===== config.mk =====
export PLATFORM = sky130hd
export DESIGN_NAME = axi_id_remap_rd_ctrl
export DESIGN_NICKNAME = d
export VERILOG_FILES = /design/src/rtl/axi_id_remap_rd_ctrl.sv
export SDC_FILE = /design/constraint.sdc
export NUM_CORES = 1
export LEC_CHECK = 0
export ABC_AREA = 1
export BUFFER_PORTS_ARGS = -buffer_cell sky130_fd_sc_hd__buf_2
export CORE_AREA = 10 10 100 102
export CTS_BUF_LIST = sky130_fd_sc_hd__clkbuf_16
export DETAILED_ROUTE_END_ITERATION = 7
export DIE_AREA = 0 0 110 112
export PLACE_DENSITY = 0.77
export SETUP_SLACK_MARGIN = 0.2
export SYNTH_ARGS = -nofsm -noshare
export SYNTH_HDL_FRONTEND = slang
export SYNTH_SLANG_ARGS = --single-unit

===== constraint.sdc =====
create_clock -name clk -period 3.8 [get_ports clk]
set_input_delay 0.76 -clock clk [delete_from_list [all_inputs] [get_ports clk]]
set_output_delay 0.76 -clock clk [all_outputs]
set_load 0.02 [all_outputs]

===== src/rtl/axi_id_remap_rd_ctrl.sv =====
// AR/R controller for the AXI ID remap table: allocates narrow IDs on AR, restores
// original IDs on R, tracks outstanding reads and offers a drain-and-ack flush.
module axi_id_remap_rd_ctrl #(
  parameter int unsigned ID_WIDTH_IN  = 8,
  parameter int unsigned ID_WIDTH_OUT = 3,
  parameter int unsigned ADDR_WIDTH   = 32,
  parameter int unsigned LEN_WIDTH    = 8,
  parameter int unsigned DATA_WIDTH   = 64
) (
  input  logic                    clk,
  input  logic                    rst,
  // slave AR
  input  logic                    s_ar_valid_i,
  output logic                    s_ar_ready_o,
  input  logic [ID_WIDTH_IN-1:0]  s_ar_id_i,
  input  logic [ADDR_WIDTH-1:0]   s_ar_addr_i,
  input  logic [LEN_WIDTH-1:0]    s_ar_len_i,
  // master AR
  output logic                    m_ar_valid_o,
  input  logic                    m_ar_ready_i,
  output logic [ID_WIDTH_OUT-1:0] m_ar_id_o,
  output logic [ADDR_WIDTH-1:0]   m_ar_addr_o,
  output logic [LEN_WIDTH-1:0]    m_ar_len_o,
  // master R
  input  logic                    m_r_valid_i,
  output logic                    m_r_ready_o,
  input  logic [ID_WIDTH_OUT-1:0] m_r_id_i,
  input  logic [DATA_WIDTH-1:0]   m_r_data_i,
  input  logic [1:0]              m_r_resp_i,
  input  logic                    m_r_last_i,
  // slave R
  output logic                    s_r_valid_o,
  input  logic                    s_r_ready_i,
  output logic [ID_WIDTH_IN-1:0]  s_r_id_o,
  output logic [DATA_WIDTH-1:0]   s_r_data_o,
  output logic [1:0]              s_r_resp_o,
  output logic                    s_r_last_o,
  // remap table
  output logic                    tbl_incr_o,
  output logic [ID_WIDTH_IN-1:0]  tbl_orig_id_o,
  input  logic                    tbl_full_i,
  input  logic [ID_WIDTH_OUT-1:0] tbl_id_i,
  output logic                    tbl_release_o,
  output logic [ID_WIDTH_OUT-1:0] tbl_bid_o,
  input  logic [ID_WIDTH_IN-1:0]  tbl_orig_id_i,
  input  logic                    tbl_empty_i,
  // flush and status
  input  logic                    flush_i,
  output logic                    flush_done_o,
  output logic [3:0]              outstanding_o,
  output logic                    err_o
);

  typedef enum logic [1:0] {StRun, StFlush, StDone} state_e;

  state_e                  state_q, state_d;
  logic                    m_ar_valid_q;
  logic [ID_WIDTH_OUT-1:0] m_ar_id_q;
  logic [ADDR_WIDTH-1:0]   m_ar_addr_q;
  logic [LEN_WIDTH-1:0]    m_ar_len_q;
  logic [3:0]              outstanding_q, outstanding_d;
  logic                    err_q, err_d;
  logic                    accept;
  logic                    rel_beat;

  assign s_ar_ready_o  = (state_q == StRun) & ~tbl_full_i & (~m_ar_valid_q | m_ar_ready_i);
  assign accept        = s_ar_valid_i & s_ar_ready_o;
  assign tbl_incr_o    = accept;
  assign tbl_orig_id_o = s_ar_id_i;

  assign m_ar_valid_o = m_ar_valid_q;
  assign m_ar_id_o    = m_ar_id_q;
  assign m_ar_addr_o  = m_ar_addr_q;
  assign m_ar_len_o   = m_ar_len_q;

  // R channel is a pure passthrough; only the ID is swapped via the table lookup
  assign s_r_valid_o   = m_r_valid_i;
  assign m_r_ready_o   = s_r_ready_i;
  assign tbl_bid_o     = m_r_id_i;
  assign s_r_id_o      = tbl_orig_id_i;
  assign s_r_data_o    = m_r_data_i;
  assign s_r_resp_o    = m_r_resp_i;
  assign s_r_last_o    = m_r_last_i;
  assign rel_beat      = m_r_valid_i & s_r_ready_i & m_r_last_i;
  assign tbl_release_o = rel_beat;

  assign outstanding_o = outstanding_q;
  assign err_o         = err_q;
  assign flush_done_o  = (state_q == StDone);

  always_comb begin
    state_d = state_q;
    unique case (state_q)
      StRun:   if (flush_i) state_d = StFlush;
      StFlush: if (!m_ar_valid_q && (outstanding_q == 4'd0) && tbl_empty_i) state_d = StDone;
      StDone:  state_d = StRun;
      default: state_d = StRun;
    endcase
  end

  // Counter saturates at both ends; hitting either end is a protocol error
  always_comb begin
    outstanding_d = outstanding_q;
    err_d         = err_q;
    if (accept && (outstanding_q == 4'd8)) err_d = 1'b1;
    if (rel_beat && !accept && (outstanding_q == 4'd0)) err_d = 1'b1;
    if (accept && !rel_beat && (outstanding_q != 4'd8)) begin
      outstanding_d = outstanding_q + 4'd1;
    end else if (rel_beat && !accept && (outstanding_q != 4'd0)) begin
      outstanding_d = outstanding_q - 4'd1;
    end
  end

  always_ff @(posedge clk) begin
    if (rst) begin
      state_q       <= StRun;
      outstanding_q <= 4'd0;
      err_q         <= 1'b0;
    end else begin
      state_q       <= state_d;
      outstanding_q <= outstanding_d;
      err_q         <= err_d;
    end
  end

  always_ff @(posedge clk) begin
    if (rst) begin
      m_ar_valid_q <= 1'b0;
      m_ar_id_q    <= '0;
      m_ar_addr_q  <= '0;
      m_ar_len_q   <= '0;
    end else if (accept) begin
      m_ar_valid_q <= 1'b1;
      m_ar_id_q    <= tbl_id_i;
      m_ar_addr_q  <= s_ar_addr_i;
      m_ar_len_q   <= s_ar_len_i;
    end else if (m_ar_ready_i) begin
      m_ar_valid_q <= 1'b0;
    end
  end

endmodule


==> flow_metrics.tcl, run 1 <==
set metrics [dict create \
    max_freq_mhz 375 \
    min_to "m_ar_id_o[0]$_SDFFE_PP0P_" \
    swShare 0.303 \
    r2r_cells 14 \
    outcome "finished clean" \
    p_switching_uw 403 \
    cts_root_buffer "clkbuf_16" \
    min_path_cells 2 \
    avgViaCountPerCell 4.58 \
    hpwl_mm 5.41 \
    hold_path.class "reg2reg" \
    critPathArrivalTime_ns 2.89 \
    seq_area_frac_synth 0.384 \
    clkTransAtPathRegs_ns 0.07 \
    rsz0062_at_grt "no" \
    syn_nets 487 \
    power.density_mw_per_mm2 487 \
    final_hold_viol_count 0 \
    post_cts_resized 0 \
    synthTopCellsByCount "nor2_1 (96), buf_4 (89), dfxtp_1 (51), o21ai_0 (43), inv_1 (14)" \
    netlist_instances 346 \
    die_area_mm2 0.0123 \
    ctsHoldBuffers 0 \
    cts_sinks 51 \
    yosys.area_share.simple 0.195 \
    clockBufferDepth 2 \
    fin_crit_ns 2.67 \
    yosys_warnings 0 \
    areaGrowthSynthToFinish_pct 2.78 \
    antenna_left 0 \
    required_ns 4.02 \
    ys_top_cells_by_area "dfxtp_1 (38%), buf_4 (25%), nor2_1 (14%), o21ai_0 (8.1%), inv_1 (2.0%)" \
    grt_pass1_wl_mm 10.3 \
    synth.distinct_cells 22 \
    dpl.cell_count 458 \
    ys_async_sr_fraction 0 \
    finalCritPeriodShare 0.702 \
    clkPwrFrac 0.325 \
    drt-total-wl_mm 6.86 \
    antenna_found_initial 0 \
    htree_levels 2 \
    drive_gt1_frac 0.341 \
    die_w_um 110 \
    synthAdderAreaFrac 0.0169 \
    syn_avg_cell_area_um2 7.68 \
    overflow 0 \
    die_y_um 112 \
    synth_ff_type "dfxtp_1" \
    fin_area_mm2 0.00273 \
    drc 0 \
    core-area_mm2 0.00805 \
    wl_per_cell_um 14.7 \
    fin_cells 466 \
    maxCapViolCount 0 \
    first_global_vias 2146 \
    rows 33 \
    synth_xor_area_frac 0.00330 \
    end_kind "flop" \
    clk_latency_ns 0.28 \
    placed_area_mm2 0.00259 \
    synth_top_family_by_area "buffers and inverters" \
    tns_ns 0 \
    first_pass_iters 4 \
    startpoint_type "primary input" \
    synth_top_cell_area_share 0.384 \
    place.gp.congestion 0.808 \
    skew_ns 0.00398 \
    setup_ws_ns 1.13 \
    grt_use_total 0.103 \
    comb_power_share 0.218 \
    r2r_setup_slack_ns 1.35 \
    final-setup-viol-count 0 \
    ys_ff_latch 51 \
    syn_area_mm2 0.00266 \
    grt_max_degree 49 \
    cts_buffers 5 \
    vias 2132 \
    n_antenna_cell 0 \
    worstSetupPathType "in2reg" \
    slew_viol_final 0 \
    worst_hold_slack_ns 0.476 \
    dp_slack_ns 0.823 \
    p_leak_nw 1.35 \
    worstHoldStart "m_ar_id_o[0]$_SDFFE_PP0P_" \
    rr_endpoint "outstanding_o[3]$_SDFFE_PP0P_" \
    relSlewSlack 0.212 \
    seq_power_share 0.457 \
    synth_edf_count 0 \
    start_util 0.330 \
    ios 279 \
    internal_power_uw 926 \
    cts_tree "done" \
    synth_compound_area_frac 0.0998 \
    port_buffers 108 \
    drt_iter0_drc 71 \
    layout.nets 501 \
    synth_most_common_cell "nor2_1" \
    worst_slew_pin_slew_ns 1.18 \
    post_cts_buffers 0 \
    synthMuxAreaShare 0 \
    r2r_start "state_q[0]$_SDFFE_PP0P_" \
    synth_top_area_cell "dfxtp_1" \
    cp_max_fo 23 \
    ir_worst_vdd_mv 0.183 \
]
[registers in the layout, summed over array words and instances, names as in the netlist]
register and count:
m_ar_addr_o 32, outstanding_o 4, err_o 1, m_ar_valid_o 1, state_q 2, m_ar_id_o 3
m_ar_len_o 8
[per-stage QoR]
stage | utilization | power [mW]
floorplan | - | 0.946
global placement | 0.322 | 0.904
detailed placement | 0.322 | 0.915
CTS | 0.339 | 1.35
global route | 0.339 | 1.42
finish | 0.339 | 1.33
[cell families (layout without fill, tap and decap cells)]
family	Yosys count	count (layout)
AO/OA/AOI/OAI	53	53
flip-flops	51	51
buffers and inverters	116	131
adder cells (fa/ha/maj)	3	3
AND/OR/NAND/NOR	122	122
XOR/XNOR	1	1
[critical path, cell delays in order]
cell     delay, ns
buf_2         0.07
inv_1         0.03
nand2_1       0.12
nand3_2       0.11
nor2_4        0.45
nand2_2       0.23
ha_1          0.39
nand2_1       0.08
nand2_1       0.05
nor2_1        0.18
inv_1         0.06
nand2_1       0.08
nand3_1       0.08
nand2_1       0.06
inv_1         0.03
nor2_1        0.08
[how the worst max path moves through the flow]
stage	endpoint	startpoint	slack [ns]	cells past startpoint
after floorplan	outstanding_o[3]$_SDFFE_PP0P_	m_r_valid_i	1.37	14
after global placement	outstanding_o[3]$_SDFFE_PP0P_	m_ar_ready_i	0.98	15
after detailed placement	outstanding_o[3]$_SDFFE_PP0P_	m_ar_ready_i	0.82	15
after CTS	outstanding_o[3]$_SDFFE_PP0P_	m_ar_ready_i	1.13	14
after global routing	outstanding_o[3]$_SDFFE_PP0P_	m_ar_ready_i	0.84	16
final	outstanding_o[3]$_SDFFE_PP0P_	m_ar_ready_i	1.13	16
[power by group through the flow]
stage	clock network [mW]	logic, mW	registers [mW]
finish	0.432	0.290	0.607
global route	0.474	0.328	0.613
CTS	0.451	0.296	0.607
detailed placement	0	0.296	0.620
global placement	0	0.287	0.617
floorplan	0	0.273	0.672
[metal layers]
metal | track usage | part of all wire | vias to the layer above
met2 | 0.178 | 0.49 | 123
li1 | - | - | 1022
met3 | 0.0502 | 0.13 | 43
met4 | 0.0668 | 0.047 | 0
met5 | 0 | 0 | -
met1 | 0.0925 | 0.33 | 944
[placed cells by master (no fill, tap or decap), drive strengths merged]
cell type  Yosys  final
nand3b         1      1
dfxtp         51     51
buf           94    109
clkbuf         8      5
nand2         14     14
nor2          98     98
a21oi          7      7
fa             1      1
o21ai         46     46
nand4          3      3
clkinvlp       0      1
ha             2      2
nand3          6      6
xnor2          1      1
clkinv         0      1
inv           14     15
[cell type report]
type,count,area (µm²)
Timing Repair Buffer,109,548
Multi-Input combinational cell,179,837
Clock buffer,5,125
Sequential cell,51,1020
Fill cell,875,5320
Tap cell,105,131
Inverter,14,52.6
Clock inverter,3,16.3
Power figures use the tool's default switching activity.
==> inputs of run 2 (changes only) <==
--- a/config.mk
+++ b/config.mk
@@ -7,11 +7,11 @@
 export LEC_CHECK = 0
 export ABC_AREA = 1
 export BUFFER_PORTS_ARGS = -buffer_cell sky130_fd_sc_hd__buf_2
-export CORE_AREA = 10 10 100 102
+export CORE_AREA = 10 10 101 103
 export CTS_BUF_LIST = sky130_fd_sc_hd__clkbuf_16
 export DETAILED_ROUTE_END_ITERATION = 7
-export DIE_AREA = 0 0 110 112
-export PLACE_DENSITY = 0.77
+export DIE_AREA = 0 0 111 113
+export PLACE_DENSITY = 0.75
 export SETUP_SLACK_MARGIN = 0.2
 export SYNTH_ARGS = -nofsm -noshare
 export SYNTH_HDL_FRONTEND = slang
==> constraint.sdc (replaced) <==
create_clock -name clk -period 2.59 [get_ports clk]
set_input_delay 0.518 -clock clk [delete_from_list [all_inputs] [get_ports clk]]
set_output_delay 0.518 -clock clk [all_outputs]
set_load 0.02 [all_outputs]
==> flow_metrics.tcl, run 2 (synthesis results as in run 1) <==
set metrics [dict create \
    fin_cells 468 \
    wl_per_cell_um 14.5 \
    worstSetupPathType "reg2out" \
    rows 33 \
    layout.nets 504 \
    port_buffers 108 \
    outcome "finished clean" \
    required_ns 2.07 \
    end_kind "output pin" \
    first_pass_iters 5 \
    start_util 0.327 \
    antenna_left 0 \
    overflow 0 \
    avgViaCountPerCell 4.52 \
    drt_iter0_drc 90 \
    first_global_vias 2088 \
    final_util 0.342 \
    fill_cells 874 \
    worst_slew_pin_slew_ns 0.551 \
    cts_root_buffer "clkbuf_16" \
    ios 279 \
    rr_endpoint "outstanding_o[3]$_SDFFE_PP0P_" \
    tns_ns 0 \
    dpl.cell_count 461 \
    cts_tree "done" \
    rsz0062_at_grt "no" \
    antenna_found_initial 0 \
    cp_common_cell "nor2_4" \
    grt_max_degree 47 \
    htree_levels 2 \
    ctsHoldBuffers 0 \
    skew_ns 0.00436 \
    n_antenna_cell 0 \
    die_y_um 113 \
    critPathArrivalTime_ns 1.73 \
    cts_sinks 51 \
    use_met3 0.0512 \
    mostFrequentLayoutCells "buf_2 (108), nor2_1 (96), dfxtp_1 (51), o21ai_0 (43), inv_1 (15)" \
    die_area_mm2 0.0125 \
    maxCapViolCount 0 \
    r2r_start "outstanding_o[0]$_SDFFE_PP0P_" \
    drt-total-wl_mm 6.81 \
    crit_path_cell_trace "nor2_4 -> nand3_2 -> nor2_4 -> buf_4 -> buf_2" \
    place.gp.congestion 0.745 \
    relSlewSlack 0.632 \
    slew_viol_final 0 \
    slowest_delay_ns 0.42 \
    vias 2117 \
    clkTransAtPathRegs_ns 0.07 \
    startpoint_type "flop" \
    use_met2 0.169 \
    r2r_setup_slack_ns 0.54 \
    crit_path_end "tbl_incr_o" \
    grt_most_used_layer "met2" \
    final_common_cell "buf_2" \
    post_cts_resized 0 \
    ir_worst_vdd_mv 0.280 \
    clk_latency_ns 0.28 \
    finalCritPeriodShare 0.866 \
    fin_crit_ns 2.24 \
    r2r_cells 15 \
    grt_use_total 0.0992 \
    hpwl_mm 5.37 \
    largest_register_ffs 32 \
    power.density_mw_per_mm2 732 \
    max_freq_mhz 446 \
    drc 0 \
    cts_buffers 5 \
    critPathLaunch "state_q[0]$_SDFFE_PP0P_" \
    core-area_mm2 0.00813 \
    final_hold_viol_count 0 \
    met1_usage 0.0973 \
    areaGrowthSynthToFinish_pct 4.76 \
    p_leak_nw 1.38 \
    drive_gt1_frac 0.344 \
    grt_pass1_wl_mm 10.5 \
    die_w_um 111 \
    worst_path_max_delay_cell "buf_4" \
    clockBufferDepth 2 \
    cp_max_fo 46 \
    worst_hold_slack_ns 0.438 \
    final-setup-viol-count 0 \
    post_cts_buffers 0 \
    hold_path.class "in2reg" \
]
-- run 2: changes by cell type in the layout (fill, tap and decap cells not counted), sizes merged --
| cell | delta |
|---|---|
| buf | +3 |
| bufinv | +1 |
| clkinv | -1 |
| clkinvlp | -1 |
-- run 2: cell type report --
class                           instances  area, µm²  share of cell area
Clock buffer                            5        125              0.0449
Inverter                               14       52.6              0.0189
Timing Repair Buffer                  112        583               0.209
Tap cell                              105        131              0.0472
Multi-Input combinational cell        179        837               0.301
Sequential cell                        51       1020               0.367
Clock inverter                          2       33.8              0.0121
-- run 2: report_power, final --
part / switching (mW) / internal [mW] / leakage, nW
combinational: 0.275 / 0.161 / 0.885
sequential: 0.0387 / 0.852 / 0.419
clock: 0.264 / 0.447 / 0.0811
total: 0.578 / 1.46 / 1.38
-- run 2: stage by stage --
stage               setup slack [ns]  cell area (µm²)  power, mW
floorplan                      0.404             2660       1.39
global placement               0.423             2630       1.34
detailed placement             0.383             2630       1.35
CTS                            0.324             2780       2.08
global route                   0.207             2780       2.17
finish                         0.346             2780       2.04
-- run 2: worst min-delay path by stage --
| stage | startpoint | cells past startpoint | endpoint | slack, ns |
|---|---|---|---|---|
| after floorplan | state_q[0]$_SDFFE_PP0P_ | 2 | state_q[1]$_SDFFE_PP0P_ | 0.50 |
| after global placement | m_ar_addr_o[24]$_SDFFE_PP0P_ | 2 | m_ar_addr_o[24]$_SDFFE_PP0P_ | 0.46 |
| after detailed placement | m_ar_addr_o[13]$_SDFFE_PP0P_ | 2 | m_ar_addr_o[13]$_SDFFE_PP0P_ | 0.47 |
| after CTS | rst | 2 | state_q[0]$_SDFFE_PP0P_ | 0.43 |
| after global routing | rst | 2 | m_ar_valid_o$_SDFFE_PP0P_ | 0.44 |
| final | rst | 2 | err_o$_SDFFE_PP0P_ | 0.44 |
-- run 2: worst max-delay path, delay by kind of cell (launching register included) --
kind | cells | cell delay [ns]
flops | 1 | 0.36
simple gates | 3 | 0.37
buf+inv | 2 | 0.68
-- run 2: metal layers --
metal / part of all wire / wire length (µm)
met5: 0 / 0
met2: 0.48 / 3270
met1: 0.38 / 2610
met3: 0.10 / 689
met4: 0.036 / 244
==> inputs of run 3 (changes only) <==
==> constraint.sdc (replaced) <==
create_clock -name clk -period 2.3 [get_ports clk]
set_input_delay 0.46 -clock clk [delete_from_list [all_inputs] [get_ports clk]]
set_output_delay 0.46 -clock clk [all_outputs]
set_load 0.02 [all_outputs]
==> flow_metrics.tcl, run 3 (synthesis results as in run 1) <==
set metrics [dict create \
    ir_worst_vdd_mv 0.298 \
    slowest_delay_ns 0.34 \
    dpl.cell_count 460 \
    startpoint_type "flop" \
    post_cts_buffers 0 \
    met1Wirelength_mm 2.48 \
    grt_pass1_wl_mm 10.6 \
    crit_path_cell_trace "nor2_4 -> nand3_2 -> nor2_4 -> buf_8 -> buf_2" \
    rows 33 \
    comb_power_share 0.212 \
    fin_total_pwr_mw 2.31 \
    end_kind "output pin" \
    setup_ws_ns 0.325 \
    antenna_found_initial 0 \
    worst_slew_pin_slew_ns 0.405 \
    ios 279 \
    maxCapViolCount 0 \
    internal_power_mw 1.65 \
    cp_max_fo 46 \
    wl_met2_mm 3.22 \
    n_antenna_cell 0 \
    drt_iter0_drc 119 \
    p_switching_uw 661 \
    skew_ns 0.00527 \
    final_hold_viol_count 0 \
    hold_path.class "in2reg" \
    die_area_mm2 0.0125 \
    first_global_vias 2119 \
    die_y_um 113 \
    required_ns 1.84 \
    dp_slack_ns 0.134 \
    port_buffers 108 \
    power.density_mw_per_mm2 826 \
    fin_crit_ns 1.97 \
    seq_power_share 0.434 \
    first_pass_iters 4 \
    cts_root_buffer "clkbuf_16" \
    worst_hold_slack_ns 0.385 \
    cts_tree "done" \
    post_cts_resized 1 \
    hpwl_mm 5.20 \
    htree_levels 2 \
    rsz0062_at_grt "no" \
    swShare 0.286 \
    critPathArrivalTime_ns 1.51 \
    cts_buffers 5 \
    slew_viol_final 0 \
    max_freq_mhz 506 \
    drive_gt1_frac 0.362 \
    largest_register_ffs 32 \
    tns_ns 0 \
    clkTransAtPathRegs_ns 0.07 \
    mostFrequentLayoutCells "buf_2 (108), nor2_1 (94), dfxtp_1 (48), o21ai_0 (43), inv_1 (14)" \
    start_util 0.327 \
    wl_per_cell_um 14.2 \
    final-setup-viol-count 0 \
    clockBufferDepth 2 \
    die_w_um 111 \
    areaGrowthSynthToFinish_pct 5.23 \
    drt-total-wl_mm 6.61 \
    worst_path_max_delay_cell "dfxtp_1" \
    place.gp.congestion 0.855 \
    cp_common_cell "nor2_4" \
    fin_cells 467 \
    vias 2065 \
    worstSetupPathType "reg2out" \
    antenna_left 0 \
    core-area_mm2 0.00813 \
    clk_latency_ns 0.28 \
    overflow 0 \
    finalCritPeriodShare 0.859 \
    grt_use_total 0.0987 \
    ctsHoldBuffers 0 \
    outcome "finished clean" \
    cts_sinks 51 \
    clkPwrFrac 0.354 \
    grt_max_degree 49 \
    top_layer_used "met4" \
    drc 0 \
    avgViaCountPerCell 4.42 \
    p_leak_nw 1.37 \
    layout.nets 503 \
    met3WireLength_um 678 \
    relSlewSlack 0.730 \
    final_common_cell "buf_2" \
]
## run 3: power groups by stage
stage,Combinational (mW),Clock [mW],Sequential (mW)
after global placement,0.477,0,1.02
after CTS,0.493,0.847,1.00
after detailed placement,0.490,0,1.02
after global routing,0.549,0.891,1.01
final,0.490,0.817,1.00
after floorplan,0.452,0,1.11
## run 3: cell type report
class / instances / area [µm²]
Fill cell: 865 / 5340
Sequential cell: 51 / 1020
Multi-Input combinational cell: 179 / 855
Timing Repair Buffer: 111 / 571
Tap cell: 105 / 131
Clock buffer: 5 / 125
Inverter: 14 / 52.6
Clock inverter: 2 / 37.5
## run 3: worst max-delay path, delay by kind of cell, from the launching register on
family / cells / cell delay, ns
buffers and inverters: 2 / 0.49
DFF: 1 / 0.34
and+or+nand+nor: 3 / 0.40
## run 3: metrics by stage
stage / util / instance area [µm²]
after floorplan: - / 2660
after global placement: 0.321 / 2610
after detailed placement: 0.321 / 2610
after CTS: 0.341 / 2770
after global routing: 0.344 / 2800
final: 0.344 / 2800
## run 3: worst paths after layout
check,endpoint,slack [ns],cells past startpoint,start
worst max-delay path,tbl_incr_o,0.33,5,state_q[1]$_SDFFE_PP0P_
worst min-delay path,m_ar_valid_o$_SDFFE_PP0P_,0.38,2,rst
worst min register to register,outstanding_o[0]$_SDFFE_PP0P_,0.47,1,outstanding_o[0]$_SDFFE_PP0P_
worst max register to register,outstanding_o[3]$_SDFFE_PP0P_,0.41,14,state_q[1]$_SDFFE_PP0P_
## run 3: metal layers
metal  track usage  vias up
met5             0        -
met4        0.0538        0
met3        0.0475       28
met2         0.169      109
met1        0.0971      905
li1              -     1023
